--- config.mk ---
export PLATFORM = sky130hd
export DESIGN_NAME = ibuf_tile_writer_flat
export DESIGN_NICKNAME = d
export VERILOG_FILES = /design/src/rtl/ibuf_tile_writer_if.sv /design/src/rtl/ibuf_tile_writer.sv /design/src/flat_wrapper.sv
export SDC_FILE = /design/constraint.sdc
export NUM_CORES = 1
export LEC_CHECK = 0
export ABC_AREA = 1
export BUFFER_PORTS_ARGS = -buffer_cell sky130_fd_sc_hd__buf_2
export CAP_MARGIN = 40
export CORE_MARGIN = 1.5
export CORE_UTILIZATION = 56
export DETAILED_ROUTE_END_ITERATION = 16
export PLACE_DENSITY_LB_ADDON = 0.15
export SLEW_MARGIN = 25
export SYNTH_ARGS = -nofsm -noshare
export SYNTH_HDL_FRONTEND = slang
export SYNTH_SLANG_ARGS = --single-unit
--- constraint.sdc ---
create_clock -name clk -period 3.99 [get_ports clk]
set_input_delay 0.798 -clock clk [delete_from_list [all_inputs] [get_ports clk]]
set_output_delay 0.798 -clock clk [all_outputs]
set_load 0.02 [all_outputs]
--- src/rtl/ibuf_tile_writer_if.sv ---
// rtl/ibuf_tile_writer_if.sv - stream-in and buffer-write bundle for the input tile writer
interface ibuf_tile_writer_if #(
    parameter int DW = 32
);
    logic          rvalid;
    logic          rready;
    logic          rlast;
    logic [DW-1:0] rdata;
    logic          wen;
    logic [DW-1:0] wdata;
    logic [7:0]    wbank;
    logic [7:0]    wrow;
    logic [27:0]   wcol;

    modport master (
        output rvalid, rlast, rdata,
        input  rready, wen, wdata, wbank, wrow, wcol
    );

    modport slave (
        input  rvalid, rlast, rdata,
        output rready, wen, wdata, wbank, wrow, wcol
    );
endinterface

--- src/rtl/ibuf_tile_writer.sv ---
// rtl/ibuf_tile_writer.sv - raster stream to POY-banked input buffer write-address generator
module ibuf_tile_writer #(
    parameter int DW     = 32,
    parameter int STRIDE = 1,
    parameter int POX    = 3,
    parameter int POY    = 3,
    parameter int KSIZE  = 3
) (
    input  logic                clk,
    input  logic                rst_n,
    input  logic                data_load,
    input  logic [27:0]         cfg_cols,
    input  logic                tile_ack,
    output logic                tile_done,
    output logic                err_len,
    ibuf_tile_writer_if.slave   bus
);
    localparam int BUFW = (POX - 1) * STRIDE + KSIZE;
    localparam int LM   = (POY - 1) * STRIDE + KSIZE;

    localparam logic [27:0] BUFW_W   = 28'(BUFW);
    localparam logic [7:0]  LM_LAST  = 8'(LM - 1);
    localparam logic [7:0]  POY_LAST = 8'(POY - 1);

    localparam logic [1:0] ST_IDLE = 2'd0;
    localparam logic [1:0] ST_FILL = 2'd1;
    localparam logic [1:0] ST_DONE = 2'd2;

    logic [1:0]    state;
    logic [27:0]   ncols;
    logic [27:0]   col;
    logic [7:0]    irow;
    // bank/brow track irow mod POY and irow / POY incrementally, so no divider is needed
    logic [7:0]    bank;
    logic [7:0]    brow;

    logic          wen_q;
    logic [DW-1:0] wdata_q;
    logic [7:0]    wbank_q;
    logic [7:0]    wrow_q;
    logic [27:0]   wcol_q;
    logic          tile_done_q;
    logic          err_len_q;

    logic [27:0]   ncols_in;
    logic          accept;
    logic          row_end;
    logic          last_word;

    // Out-of-range widths (0 or wider than the buffer) fall back to the full buffer width
    assign ncols_in  = (cfg_cols == 28'd0 || cfg_cols > BUFW_W) ? BUFW_W : cfg_cols;
    assign accept    = bus.rvalid && (state == ST_FILL);
    assign row_end   = (col == ncols - 28'd1);
    assign last_word = (irow == LM_LAST) && row_end;

    assign bus.rready = (state == ST_FILL);
    assign bus.wen    = wen_q;
    assign bus.wdata  = wdata_q;
    assign bus.wbank  = wbank_q;
    assign bus.wrow   = wrow_q;
    assign bus.wcol   = wcol_q;
    assign tile_done  = tile_done_q;
    assign err_len    = err_len_q;

    // Tile FSM, position counters and the registered write port
    always_ff @(posedge clk) begin
        if (!rst_n) begin
            state       <= ST_IDLE;
            ncols       <= BUFW_W;
            col         <= '0;
            irow        <= '0;
            bank        <= '0;
            brow        <= '0;
            wen_q       <= 1'b0;
            wdata_q     <= '0;
            wbank_q     <= '0;
            wrow_q      <= '0;
            wcol_q      <= '0;
            tile_done_q <= 1'b0;
            err_len_q   <= 1'b0;
        end else if (!data_load) begin
            // Session closed: drop everything except the held write-port values
            state       <= ST_IDLE;
            col         <= '0;
            irow        <= '0;
            bank        <= '0;
            brow        <= '0;
            wen_q       <= 1'b0;
            tile_done_q <= 1'b0;
            err_len_q   <= 1'b0;
        end else begin
            wen_q       <= 1'b0;
            tile_done_q <= 1'b0;
            case (state)
                ST_IDLE: begin
                    state <= ST_FILL;
                    ncols <= ncols_in;
                    col   <= '0;
                    irow  <= '0;
                    bank  <= '0;
                    brow  <= '0;
                end
                ST_FILL: begin
                    if (accept) begin
                        wen_q   <= 1'b1;
                        wdata_q <= bus.rdata;
                        wbank_q <= bank;
                        wrow_q  <= brow;
                        wcol_q  <= col;
                        if (last_word || bus.rlast) begin
                            // Either end marker closes the tile; disagreement is a length error
                            state       <= ST_DONE;
                            tile_done_q <= 1'b1;
                            if (last_word != bus.rlast) begin
                                err_len_q <= 1'b1;
                            end
                        end else if (row_end) begin
                            col  <= '0;
                            irow <= irow + 8'd1;
                            if (bank == POY_LAST) begin
                                bank <= '0;
                                brow <= brow + 8'd1;
                            end else begin
                                bank <= bank + 8'd1;
                            end
                        end else begin
                            col <= col + 28'd1;
                        end
                    end
                end
                ST_DONE: begin
                    if (tile_ack) begin
                        state <= ST_FILL;
                        ncols <= ncols_in;
                        col   <= '0;
                        irow  <= '0;
                        bank  <= '0;
                        brow  <= '0;
                    end
                end
                default: begin
                    state <= ST_IDLE;
                end
            endcase
        end
    end
endmodule

--- src/flat_wrapper.sv ---
// flat-port wrapper written by rule: the top's interface ports become plain ports
module ibuf_tile_writer_flat 
#(
    parameter int DW     = 32,
    parameter int STRIDE = 1,
    parameter int POX    = 3,
    parameter int POY    = 3,
    parameter int KSIZE  = 3
)
  (clk, rst_n, data_load, cfg_cols, tile_ack, tile_done, err_len, bus_rvalid, bus_rlast, bus_rdata, bus_rready, bus_wen, bus_wdata, bus_wbank, bus_wrow, bus_wcol);
  ibuf_tile_writer_if #(.DW(DW)) bus_i ();
  input  logic clk;
  input  logic rst_n;
  input  logic data_load;
  input  logic [27:0] cfg_cols;
  input  logic tile_ack;
  output logic tile_done;
  output logic err_len;
  input wire logic [$bits(bus_i.rvalid)-1:0] bus_rvalid;
  input wire logic [$bits(bus_i.rlast)-1:0] bus_rlast;
  input wire logic [$bits(bus_i.rdata)-1:0] bus_rdata;
  output wire logic [$bits(bus_i.rready)-1:0] bus_rready;
  output wire logic [$bits(bus_i.wen)-1:0] bus_wen;
  output wire logic [$bits(bus_i.wdata)-1:0] bus_wdata;
  output wire logic [$bits(bus_i.wbank)-1:0] bus_wbank;
  output wire logic [$bits(bus_i.wrow)-1:0] bus_wrow;
  output wire logic [$bits(bus_i.wcol)-1:0] bus_wcol;
  assign bus_i.rvalid = bus_rvalid;
  assign bus_i.rlast = bus_rlast;
  assign bus_i.rdata = bus_rdata;
  assign bus_rready = bus_i.rready;
  assign bus_wen = bus_i.wen;
  assign bus_wdata = bus_i.wdata;
  assign bus_wbank = bus_i.wbank;
  assign bus_wrow = bus_i.wrow;
  assign bus_wcol = bus_i.wcol;
  ibuf_tile_writer #(.DW(DW), .STRIDE(STRIDE), .POX(POX), .POY(POY), .KSIZE(KSIZE)) u_core (.clk(clk), .rst_n(rst_n), .data_load(data_load), .cfg_cols(cfg_cols), .tile_ack(tile_ack), .tile_done(tile_done), .err_len(err_len), .bus(bus_i));
endmodule
Yosys cells after proc, flatten, opt, wreduce, memory -nomap -nowiden

Cells that the tools add are included.

$lt $le $gt $ge: 1
$add $sub $neg: 5
Mux-type cells: 29
Eq/ne operators: 12
Reduce and logical (&&, ||, !) cells: 18

Operator list:

| kind                                                           | count |
|---|---|
| 2-to-1 mux 28 bit                                              | 6 |
| 2-to-1 mux 8 bit                                               | 12 |
| one-hot mux 28 bit (3 select lines)                            | 1 |
| one-hot mux 8 bit (3 select lines)                             | 3 |
| one-hot mux 28 bit (2 select lines)                            | 1 |
| adder 28 x 1 -> 28 bit, second input constant                  | 1 |
| equality test 28 bit                                           | 1 |
| greater-than comparator 28 x 3 -> 1 bit, second input constant | 1 |
| zero test 28 bit                                               | 1 |
| subtractor 28 x 1 -> 28 bit, second input constant             | 1 |
| adder 8 x 1 -> 8 bit, second input constant                    | 3 |
| AND reduction 3 bit                                            | 4 |
| AND reduction 4 bit                                            | 3 |
| equality test 8 x 2 -> 1 bit, second input constant            | 1 |
| equality test 8 x 3 -> 1 bit, second input constant            | 1 |
| inequality test 2 x 1 -> 1 bit, second input constant          | 4 |
| 2-to-1 mux 2 bit                                               | 3 |
| one-hot mux 2 bit (3 select lines)                             | 1 |
| AND reduction 6 bit                                            | 1 |
| AND reduction 5 bit                                            | 1 |
| inequality test 2 bit, second input constant                   | 2 |
| nonzero test 3 bit                                             | 1 |
| equality test 2 x 1 -> 1 bit, second input constant            | 1 |
| equality test 2 bit, second input constant                     | 1 |
| 7 further kinds                                                | 10 |

Logic and storage cells: 78
Register bits after elaboration: 161
Output and inout bits: 80

Depth between registers and ports, before layout

Gate-level depths: netlist of run 1.

Depth after elaboration: 7
Gate-level depth with buffers: 26

Worst setup path after synthesis of run 1

OpenSTA, ideal clock, no wires.

Path kind: register to register
Start point: register u_core.ncols[0]
End point: register u_core.col[15]
Stages on the path, launching flop included: 26
Path slack: 0.968 ns
Period minus slack after synthesis: 3.022 ns
Data required time: 3.873 ns
Arrival time: 2.905 ns
Cell sequence: dfxtp_1 -> inv_2 -> ha_1 -> nand2_2 -> nor2_4 -> nand2_2 -> nor2_2 -> nand2_1 -> nand2_1 -> nand2_1 -> nand2_1 -> nor2_1 -> nand3_2 -> or2_2 -> ha_1 -> inv_1 -> a22oi_1 -> nand4_1 -> nor2_1 -> nand2_1 -> nor2_1 -> nand2_1 -> nor2_1 -> nand2_1 -> xor2_1 -> nor2_1

Longest elaborated chain between the ends: 6
Elaborated cells between the ends (all ways): 10
Those cells by class: add/sub: 1; eq/ne: 2; mux: 4; reduce/logical: 3

Ends and longest elaborated chain:

| what                                                                       | RTL line                                        | text |
|---|---|---|
| start: declaration                                                         | ibuf_tile_writer.sv:30                          | `logic [27:0] ncols;` |
| start signal: assignment                                                   | ibuf_tile_writer.sv:97                          | `ncols <= ncols_in;` |
| start signal: assignment                                                   | ibuf_tile_writer.sv:134                         | `ncols <= ncols_in;` |
| subtractor 28 x 1 -> 28 bit *                                              | ibuf_tile_writer.sv:53                          | `assign row_end = (col == ncols - 28'd1);` |
| equality test 28 bit *                                                     | ibuf_tile_writer.sv:53                          |  |
| 2-to-1 mux 28 bit or logical AND 1 bit (tied branches)                     | ibuf_tile_writer.sv:117, ibuf_tile_writer.sv:54 |  |
| 2-to-1 mux 28 bit or logical OR 1 bit (tied branches)                      | ibuf_tile_writer.sv:110                         | `if (last_word \|\| bus.rlast) begin` |
| 2-to-1 mux 28 bit or inequality test 2 bit (tied branches)                 | -                                               |  |
| one-hot mux 28 bit (3 select lines) or AND reduction 4 bit (tied branches) | -                                               |  |
| end signal: assignment                                                     | ibuf_tile_writer.sv:127                         | `col <= col + 28'd1;` |
| end: declaration                                                           | ibuf_tile_writer.sv:31                          | `logic [27:0] col;` |

Every way passes the cells marked *; elsewhere a longest branch is shown, timed or not. The select of a mux whose other input is x is not followed.
A chain may end at the register's enable or synchronous reset.

Worst setup path in the final report of run 1

Start point: register u_core.ncols[0]
End point: register u_core.col[24]

The elaborated chain is that of the path after synthesis.

==> results by group, run 1 <==
Timing
  • Final setup TNS: 0 ps
  • Max-slew headroom: 58.3%
  • Least-Margin Pin Slew: 625 ps
  • RSZ-0062 raised after global routing: no
  • Setup Viol. Count Final: 0
  • Pins over their slew limit: 0
  • Max Clock Freq: 0.282 GHz
  • Post-layout min period: 3540 ps
  • Hold Fails Final Rpt: 0
  • Final worst setup slack: 448 ps
  • Fin crit share: 88.8%
  • Clock Skews: 7.65 ps
  • Hold WS: 441 ps

Yosys
  • YS warnings: 0
  • Top cell type's share of synthesized area: 42.1%
  • Cell taking the most area after synthesis: dfxtp_1
  • Post-Synth Simple-Gate Area: 32.6%
  • Largest family of logic cells by synthesized area: simple AND/OR/NAND/NOR gates
  • Count leader, synth: nor2_1
  • Netlist Area Pre-Place: 7650 sq um
  • Post-synthesis xor/xnor area fraction: 6.02%
  • Proportion of synthesized area in mux cells: 0%
  • Synth unique cells: 37
  • Post-synth top cells: nor2_1 (228), nand2_1 (188), dfxtp_1 (161)
  • Synth Flop Type: dfxtp_1
  • Register bit count reported by yosys: 161
  • Mapped Nets: 1164
  • Syn Area/Cell: 7.02 sq um
  • Mapped Cells: 1090
  • Synth area leaders: dfxtp_1 (42%), nor2_1 (11%), nand2_1 (9.2%)
  • Synth Area in Adders: 1.31%
  • Compound-Gate Fraction of Synth Area: 10.5%
  • Register area share after synthesis: 42.1%
  • Async set-or-reset flop fraction in the synthesized netlist: 0%
  • Post-synth EDFFs: 0

Pwr
  • Leak: 4.25 nW
  • Int Pwr: 2.73 mW
  • PD cells: 393 nW/um^2
  • NetSw: 0.862 mW
  • Peak VDD IR: 0.275 mV
  • Sequential power share: 46.1%
  • Total Power: 3.59 mW
  • Combinational Power Share: 7.7%
  • Clock power share: 46.2%
  • Sw Ratio: 24.0%

Place
  • Pre-CTS setup slack: 387 ps
  • Dpl hpwl: 13900 um
  • Port Buffers: 145
  • Dpl cells: 1368
  • Routability Congestion: 0.884
  • Placed Instance Area: 8470 sq um

Setup path
  • Reg2reg setup slack: 450 ps
  • Startpoint Class: flop
  • Worst Setup Path Type: flop to flop
  • Worst EP required: 4330 ps
  • RR Endpoint: u_core.col[24]
  • CP Max Fanout: 14
  • R2r worst-path depth: 19
  • Reg-to-Reg Start: u_core.ncols[0]
  • Worst Setup End Kind: flop
  • WP data arrival: 3880 ps

Floorplanning
  • Die width: 120 um
  • Std-Cell Rows: 42
  • Die footprint: 14400 sq um
  • Initial Utilization: 57.5%
  • Die height: 120 um
  • Core area: 13300 sq um
  • Top-level I/O count: 146

GRT
  • Initial antenna violation count: 0
  • GRT met1 Usage: 38.6%
  • Gr usage total: 28.0%
  • Grt met3 use: 7.98%
  • Global route total overflow: 0
  • Vias in the first global route: 6741
  • First-pass GRT wire length: 32200 um
  • Met2 GRT Util: 42.0%
  • Largest net degree at the start of global routing: 101
  • Layer with the highest usage: met2

Route
  • DRT iter0 DRCs: 566
  • # DRC: 0
  • Total number of vias: 7439
  • Vias/cell: 5.29
  • DR WL/cell: 13.9 um
  • Post-route ant nets: 0
  • Pre-Repair DR Iteration Count: 5
  • Total wire length: 19600 um

Cells and area
  • Finished Cell Area: 9140 sq um
  • Antenna diode count: 0
  • # fillers: 1192
  • Post-layout util: 68.8%
  • Final nets: 1291
  • Layout Area Growth over Synthesis: 19.5%
  • Layout cells sized above 1: 17.6%
  • Layout Cells excl Fill: 1406

Clock network
  • CTS tree: done
  • CTS Buf Count: 17
  • Bufs on Longest Clock Path: 2
  • Root buf cell: clkbuf_16
  • Worst-Skew Late Latency: 430 ps
  • Clock Sinks: 161
  • Resize count post-CTS: 0
  • CTS clk-pin slew, worst paths: 60 ps
  • CTS H-tree lvls: 4

Worst hold path
  • Worst hold start: u_core.state[0]
  • Hold path depth: 1
  • WHS Endpoint: u_core.state[0]
  • Worst min-delay path class: flop to flop

Job
  • Max-cap violations: 0

Run status
  • Status: finished clean
## logic make-up after synthesis
group           after synthesis
simple gates                572
fa+ha+maj                     8
flops                       161
buf+inv                     142
compound gates              156
xor+xnor                     51
## cell usage in the layout, fill, tap and decap left out, types with 4 or more instances in the layout
| cell | netlist | final |
|---|---|---|
| nor2_1 | 228 | 227 |
| nand2_1 | 188 | 188 |
| dfxtp_1 | 161 | 161 |
| buf_2 | 6 | 145 |
| o21ai_0 | 88 | 88 |
| inv_1 | 87 | 87 |
| a21oi_1 | 54 | 54 |
| nand3_1 | 46 | 46 |
| xor2_1 | 34 | 34 |
| nor3_1 | 31 | 31 |
| nand4_1 | 28 | 28 |
| clkbuf_16 | 0 | 17 |
| xnor2_1 | 16 | 16 |
| nor4_1 | 13 | 13 |
| buf_4 | 2 | 11 |
| nand3b_1 | 8 | 8 |
| ha_1 | 8 | 8 |
| nor3b_1 | 7 | 7 |
| nor2_2 | 5 | 5 |
| nand2_2 | 5 | 5 |
| nor2_4 | 3 | 4 |
| or2_2 | 4 | 4 |
| o21bai_1 | 4 | 4 |
| clkinv_2 | 0 | 4 |
## what timing repair did
action,in CTS,in global routing
hold buffers,0,0
setup buffers,0,4
endpoints found under the setup margin,0,3
## worst max path at each step
stage	from	to	cells after the start
4_1_cts	u_core.ncols[0]	u_core.col[15]	25
6_report	u_core.ncols[0]	u_core.col[24]	19
5_1_grt	u_core.ncols[1]	u_core.col[15]	25
2_1_floorplan	u_core.ncols[0]	u_core.col[15]	25
3_3_place_gp	u_core.ncols[0]	u_core.col[24]	22
3_5_place_dp	u_core.ncols[0]	u_core.col[15]	25
## layer usage
layer | share of wire (%) | up-vias
met3 | 8.1 | 24
met5 | 0 | -
met2 | 44 | 271
met1 | 47 | 3369
li1 | - | 3775
met4 | 1.4 | 0
## layout make-up
type,count,area (sq um),share of cell area [%]
clock buffer,19,443,4.85
clock inverter,13,160,1.75
sequential,161,3220,35.3
multi-input combinational,787,3870,42.4
tap,176,220,2.41
timing repair buffer,159,878,9.61
inverter,91,342,3.74
## critical path, cell delays in order (launching register included)
cell and delay, ps:
dfxtp_1 320, inv_2 80, ha_1 220, nand2_2 120, nor2_4 180, buf_4 150
nand3_1 80, xnor3_1 230, nor2_1 60, nand3_2 130, or2_2 130, ha_1 170
inv_1 80, a22oi_2 240, buf_4 250, nand3_1 170, nor3_1 280, nand4_1 200
o21ai_0 180, nor3b_1 190
## state kept, by name, summed over array words and instances (netlist names), 2 cells and up
| name | cells |
|---|---|
| u_core.bus.wdata | 32 |
| u_core.bus.wcol | 28 |
| u_core.col | 28 |
| u_core.ncols | 28 |
| u_core.bank | 8 |
| u_core.brow | 8 |
| u_core.bus.wbank | 8 |
| u_core.bus.wrow | 8 |
| u_core.irow | 8 |
| u_core.state | 2 |
## power groups by stage
| stage | clock network (mW) | registers (mW) | logic (mW) |
|---|---|---|---|
| finish | 1.66 | 1.66 | 0.278 |
| global route | 1.75 | 1.66 | 0.308 |
| CTS | 1.68 | 1.66 | 0.272 |
| detailed placement | 0 | 1.69 | 0.271 |
| global placement | 0 | 1.69 | 0.268 |
| floorplan | 0 | 1.72 | 0.144 |
No activity file was read; power rests on OpenSTA's default activity.
==> inputs of run 2 (changes only) <==
PLACE_DENSITY = 0.91   (was unset)
PLACE_DENSITY_LB_ADDON = unset   (was 0.15)
==> run 2 against run 1 <==
Register-to-register slack worse by 130 ps. Final cell count down 0.14%. First-iteration DRC count up 21%. Hold slack better by 18 ps. Clock skew up 1.2 ps. Utilization about the same. Largest cell class unchanged. Maximum frequency down 3.7%. Non-clock buffer count down 2.
==> results by group, run 2 (synthesized netlist as in run 1, its figures left out) <==
Timing
  • Final worst setup slack: 313 ps
  • Least-Margin Pin Slew: 686 ps
  • Hold Fails Final Rpt: 0
  • Max-slew headroom: 54.1%
  • Setup Viol. Count Final: 0
  • Fin crit share: 92.2%
  • Post-layout min period: 3680 ps
  • Pins over their slew limit: 0
  • Clock Skews: 8.88 ps
  • Final setup TNS: 0 ps
  • Max Clock Freq: 0.272 GHz

GRT
  • GRT met1 Usage: 36.3%
  • First-pass GRT wire length: 34000 um
  • Largest net degree at the start of global routing: 101
  • Met2 GRT Util: 49.4%
  • Grt met3 use: 8.13%
  • Global route total overflow: 0
  • Vias in the first global route: 7411
  • Initial antenna violation count: 1
  • Gr usage total: 29.5%
  • Layer with the highest usage: met2

Pwr
  • Peak VDD IR: 0.421 mV
  • Combinational Power Share: 7.9%
  • PD cells: 390 nW/um^2
  • Int Pwr: 2.69 mW
  • Sequential power share: 46.5%
  • Clock power share: 45.6%
  • NetSw: 0.879 mW
  • Leak: 4.25 nW
  • Sw Ratio: 24.7%

Setup path
  • CP max stage delay: 360 ps
  • CP Max Fanout: 34
  • WP data arrival: 4020 ps
  • Startpoint Class: flop
  • Worst path slowest cell: a22oi_2
  • CP startpoint: u_core.ncols[0]
  • Worst Setup End Kind: flop
  • Critical-path cell list: inv_2, ha_2, nand2_2, o21ai_0, nand3b_1, nand2_1, nor2_1, nand2_1, nor2_1, nand3_2, or2_2, ha_1, inv_1, a22oi_2, buf_12, nand3_1, nor3_4, nand4_1, o21ai_0, nor3b_1
  • Worst Setup Path Type: flop to flop
  • Reg-to-Reg Start: u_core.ncols[0]
  • Worst EP required: 4330 ps

Clock network
  • # hold bufs at CTS: 0
  • Clock Sinks: 161
  • Root buf cell: clkbuf_16
  • CTS clk-pin slew, worst paths: 60 ps
  • CTS tree: done
  • Worst-Skew Late Latency: 430 ps
  • CTS H-tree lvls: 4
  • CTS Buf Count: 17
  • Bufs on Longest Clock Path: 2

Route
  • Pre-Repair DR Iteration Count: 5
  • Post-route ant nets: 0
  • Total number of vias: 7760
  • Vias/cell: 5.53
  • # DRC: 0
  • DR WL/cell: 14.8 um
  • DRT iter0 DRCs: 686
  • Total wire length: 20700 um

Job
  • Max-cap violations: 0

Floorplanning
  • Die footprint: 14400 sq um
  • Die width: 120 um
  • Top-level I/O count: 146
  • Initial Utilization: 57.5%
  • Core area: 13300 sq um
  • Std-Cell Rows: 42
  • Die height: 120 um

Place
  • Dpl hpwl: 14200 um
  • Pre-CTS setup slack: 337 ps
  • Port Buffers: 145
  • Routability Congestion: 0.984

Worst hold path
  • Worst min-delay path class: flop to flop
  • Worst hold start: u_core.state[0]

Cells and area
  • Layout cells sized above 1: 18.1%
  • Layout Area Growth over Synthesis: 19.5%
  • Commonest non-fill, non-tap cells in the layout: nor2_1 (223), nand2_1 (188), dfxtp_1 (161)
  • Commonest non-fill, non-tap cell in the layout: nor2_1
  • Max reg flops: 32
  • Final nets: 1289
  • Antenna diode count: 0

Run status
  • Status: finished clean
-- run 2: changes by cell type in the layout (fill, tap and decap cells not counted), sizes merged --
cell	before	now
inv	91	92
clkinvlp	2	3
buf	159	157
bufinv	3	2
clkinv	8	7
-- run 2: critical path: cells and delay by family, from the launching register on --
family                     cells  cell delay [ps]
adders and majority gates      2              400
and+or+nand+nor               12             1530
DFF                            1              310
buffers and inverters          3              420
AOI/OAI and AO/OA              3              910
-- run 2: final cells by class --
class	instances	area (sq um)
Clock buffer	19	453
Clock inverter	13	134
Fill cell	1027	4160
Inverter	91	342
Multi-Input combinational cell	787	3900
Sequential cell	161	3220
Tap cell	176	220
Timing Repair Buffer	157	861
-- run 2: worst paths after layout --
| kind | endpoint | slack (ps) | depth (start not counted) |
|---|---|---|---|
| hold reg to reg | u_core.state[0] | 460 | 1 |
| setup / recovery | u_core.col[24] | 310 | 20 |
| hold / removal | u_core.state[0] | 460 | 1 |
| setup reg to reg | u_core.col[24] | 310 | 20 |
-- run 2: layer usage --
layer  share of wire, %  vias up
met3                9.8       43
li1                   -     3764
met1                 42     3572
met2                 46      381
met5                  0        -
met4                2.2        0
-- run 2: stage by stage --
step | instance area (sq um) | hold WS (ps) | total power, mW | utilization (%) | std cells
final | 9140 | 459 | 3.56 | 68.7 | 1404
after global routing | 9140 | 483 | 3.67 | 68.7 | 1404
after CTS | 9060 | 462 | 3.56 | 68.1 | 1400
after detailed placement | 8470 | 426 | 1.96 | 63.7 | 1368
after global placement | 8450 | 419 | 1.96 | 63.6 | 1367
after floorplan | 7650 | 407 | 1.87 | - | 1090
-- run 2: timing repair --
| action | CTS | global route |
|---|---|---|
| endpoints found under the setup margin | 0 | 28 |
| setup buffers | 0 | 3 |
| resized for setup | 0 | 8 |
-- run 2: power groups by stage --
| stage | registers [mW] | logic [mW] | clock network (mW) |
|---|---|---|---|
| after floorplan | 1.72 | 0.144 | 0 |
| after global placement | 1.69 | 0.269 | 0 |
| after detailed placement | 1.69 | 0.274 | 0 |
| after CTS | 1.66 | 0.276 | 1.62 |
| after global routing | 1.66 | 0.310 | 1.70 |
| final | 1.66 | 0.282 | 1.63 |
==> inputs of run 3 (changes only) <==
CORE_UTILIZATION = 58   (was 56)
CTS_BUF_LIST = sky130_fd_sc_hd__clkbuf_8   (was unset)
PLACE_DENSITY = 0.93   (was 0.91)
==> run 3 against run 2 <==
Sequential share of layout area increased by 0.83 points. Sequential cell count unchanged. Clock power decreased by 21%. Worst setup slack improved by 71 ps. Largest cell class unchanged. Clock skew increased by 4.4 ps. Utilization increased by 1.5 points.
==> results by group, run 3 (synthesized netlist as in run 1, its figures left out) <==
Pwr
  • Leak: 4.15 nW
  • Total Power: 3.21 mW
  • Peak VDD IR: 0.295 mV
  • Sequential power share: 51.6%
  • PD cells: 360 nW/um^2
  • NetSw: 0.840 mW
  • Combinational Power Share: 8.7%
  • Sw Ratio: 26.1%
  • Clock power share: 39.8%
  • Int Pwr: 2.37 mW

Floorplanning
  • Top-level I/O count: 146
  • Die footprint: 13900 sq um
  • Core area: 12700 sq um
  • Std-Cell Rows: 41
  • Initial Utilization: 60.1%
  • Die width: 118 um
  • Die height: 118 um

Route
  • Vias/cell: 5.55
  • Total wire length: 20400 um
  • DRT iter0 DRCs: 709
  • Post-route ant nets: 0
  • # DRC: 0
  • DR WL/cell: 14.5 um
  • Pre-Repair DR Iteration Count: 6
  • Total number of vias: 7774

GRT
  • Gr usage total: 29.2%
  • Vias in the first global route: 7366
  • Global route total overflow: 0
  • First-pass GRT wire length: 33500 um
  • Largest net degree at the start of global routing: 101
  • Initial antenna violation count: 0

Timing
  • Final setup TNS: 0 ps
  • Post-layout min period: 3610 ps
  • Hold Fails Final Rpt: 0
  • Max-slew headroom: 45.2%
  • Hold WS: 439 ps
  • Fin crit share: 90.4%
  • Least-Margin Pin Slew: 822 ps
  • Setup Viol. Count Final: 0
  • Pins over their slew limit: 0
  • Max Clock Freq: 0.277 GHz
  • Clock Skews: 13.3 ps
  • Final worst setup slack: 383 ps

Clock network
  • Worst-Skew Late Latency: 470 ps
  • Bufs on Longest Clock Path: 2
  • Root buf cell: clkbuf_8
  • CTS Buf Count: 17
  • CTS clk-pin slew, worst paths: 90 ps
  • # hold bufs at CTS: 0
  • Clock Sinks: 161
  • CTS H-tree lvls: 4
  • CTS tree: done

Cells and area
  • Layout Area Growth over Synthesis: 16.7%
  • Antenna diode count: 0
  • Commonest non-fill, non-tap cell in the layout: nor2_1
  • Layout cells sized above 1: 17.9%
  • Layout Cells excl Fill: 1401
  • Max reg flops: 32
  • Final nets: 1290
  • Post-layout util: 70.2%
  • Finished Cell Area: 8930 sq um
  • Commonest non-fill, non-tap cells in the layout: nor2_1 (225), nand2_1 (188), dfxtp_1 (161)
  • # fillers: 989

Place
  • Port Buffers: 145
  • Placed Instance Area: 8450 sq um
  • Dpl hpwl: 14200 um
  • Routability Congestion: 0.962
  • Pre-CTS setup slack: 238 ps
  • Dpl cells: 1363

Setup path
  • Startpoint Class: flop
  • WP data arrival: 3940 ps
  • Worst Setup End Kind: flop
  • Worst EP required: 4320 ps
  • Worst Setup Path Type: flop to flop
  • CP Max Fanout: 15

Worst hold path
  • Worst min-delay path class: flop to flop

Job
  • Max-cap violations: 0

Run status
  • Status: finished clean
run 3: cell count changes in the layout (fill, tap and decap cells not counted), moves of 2 or more:
cell       change
buf_4          +2
clkinv_2       -3
nor2_2         -2
nor2_1         +2
inv_6          +3
clkbuf_8      +16
clkbuf_16     -17
run 3: critical path, cell delays in order, from the launching register on:
cell	delay (ps)
dfxtp_1	330
inv_2	80
ha_1	220
nand2_2	130
nor2_4	170
nand2_2	90
nor2_2	120
nand2_1	60
nand2_1	60
nand2_1	50
nand2_1	60
nor2_1	50
nand3_2	120
or2_2	130
ha_1	170
inv_1	80
a22oi_2	310
buf_4	280
nand4_1	140
nor2_1	230
nand2_1	90
nor2_1	170
nand2_1	90
xor2_1	140
nor2_1	60
run 3: metal layers:
metal	routed length, um	GRT usage [%]	up-vias
met1	8550	36.4	3544
met2	9540	48.0	403
met4	463	12.8	0
met3	1820	7.32	50
li1	-	-	3777
met5	0	0	-
run 3: repair_timing:
action                     in CTS  in global routing
buffers inserted                0                  5
setup endpoints to repair       0                  6
resized for setup               0                  3
run 3: final cells by class:
type | instances | area [sq um] | share of cell area, %
multi-input cells | 787 | 3880 | 43.5
flip-flops and latches | 161 | 3220 | 36.1
repair buffers | 158 | 840 | 9.40
inverters | 91 | 342 | 3.83
clock buffers | 18 | 248 | 2.78
well taps | 172 | 215 | 2.41
clock inverters | 14 | 175 | 1.96
run 3: power by group through the flow:
stage	Combinational, mW	Sequential, mW	Clock, mW
after floorplan	0.144	1.72	0
after global placement	0.264	1.69	0
after detailed placement	0.271	1.69	0
after CTS	0.272	1.65	1.28
after global routing	0.306	1.66	1.35
final	0.279	1.66	1.28
run 3: final timing paths:
check                                      from              end  slack (ps)  cells after the start
worst max-delay path            u_core.ncols[0]   u_core.col[23]         380                     24
worst min-delay path            u_core.state[0]  u_core.state[0]         440                      1
worst min register to register  u_core.state[0]  u_core.state[0]         440                      1
worst max register to register  u_core.ncols[0]   u_core.col[23]         380                     24
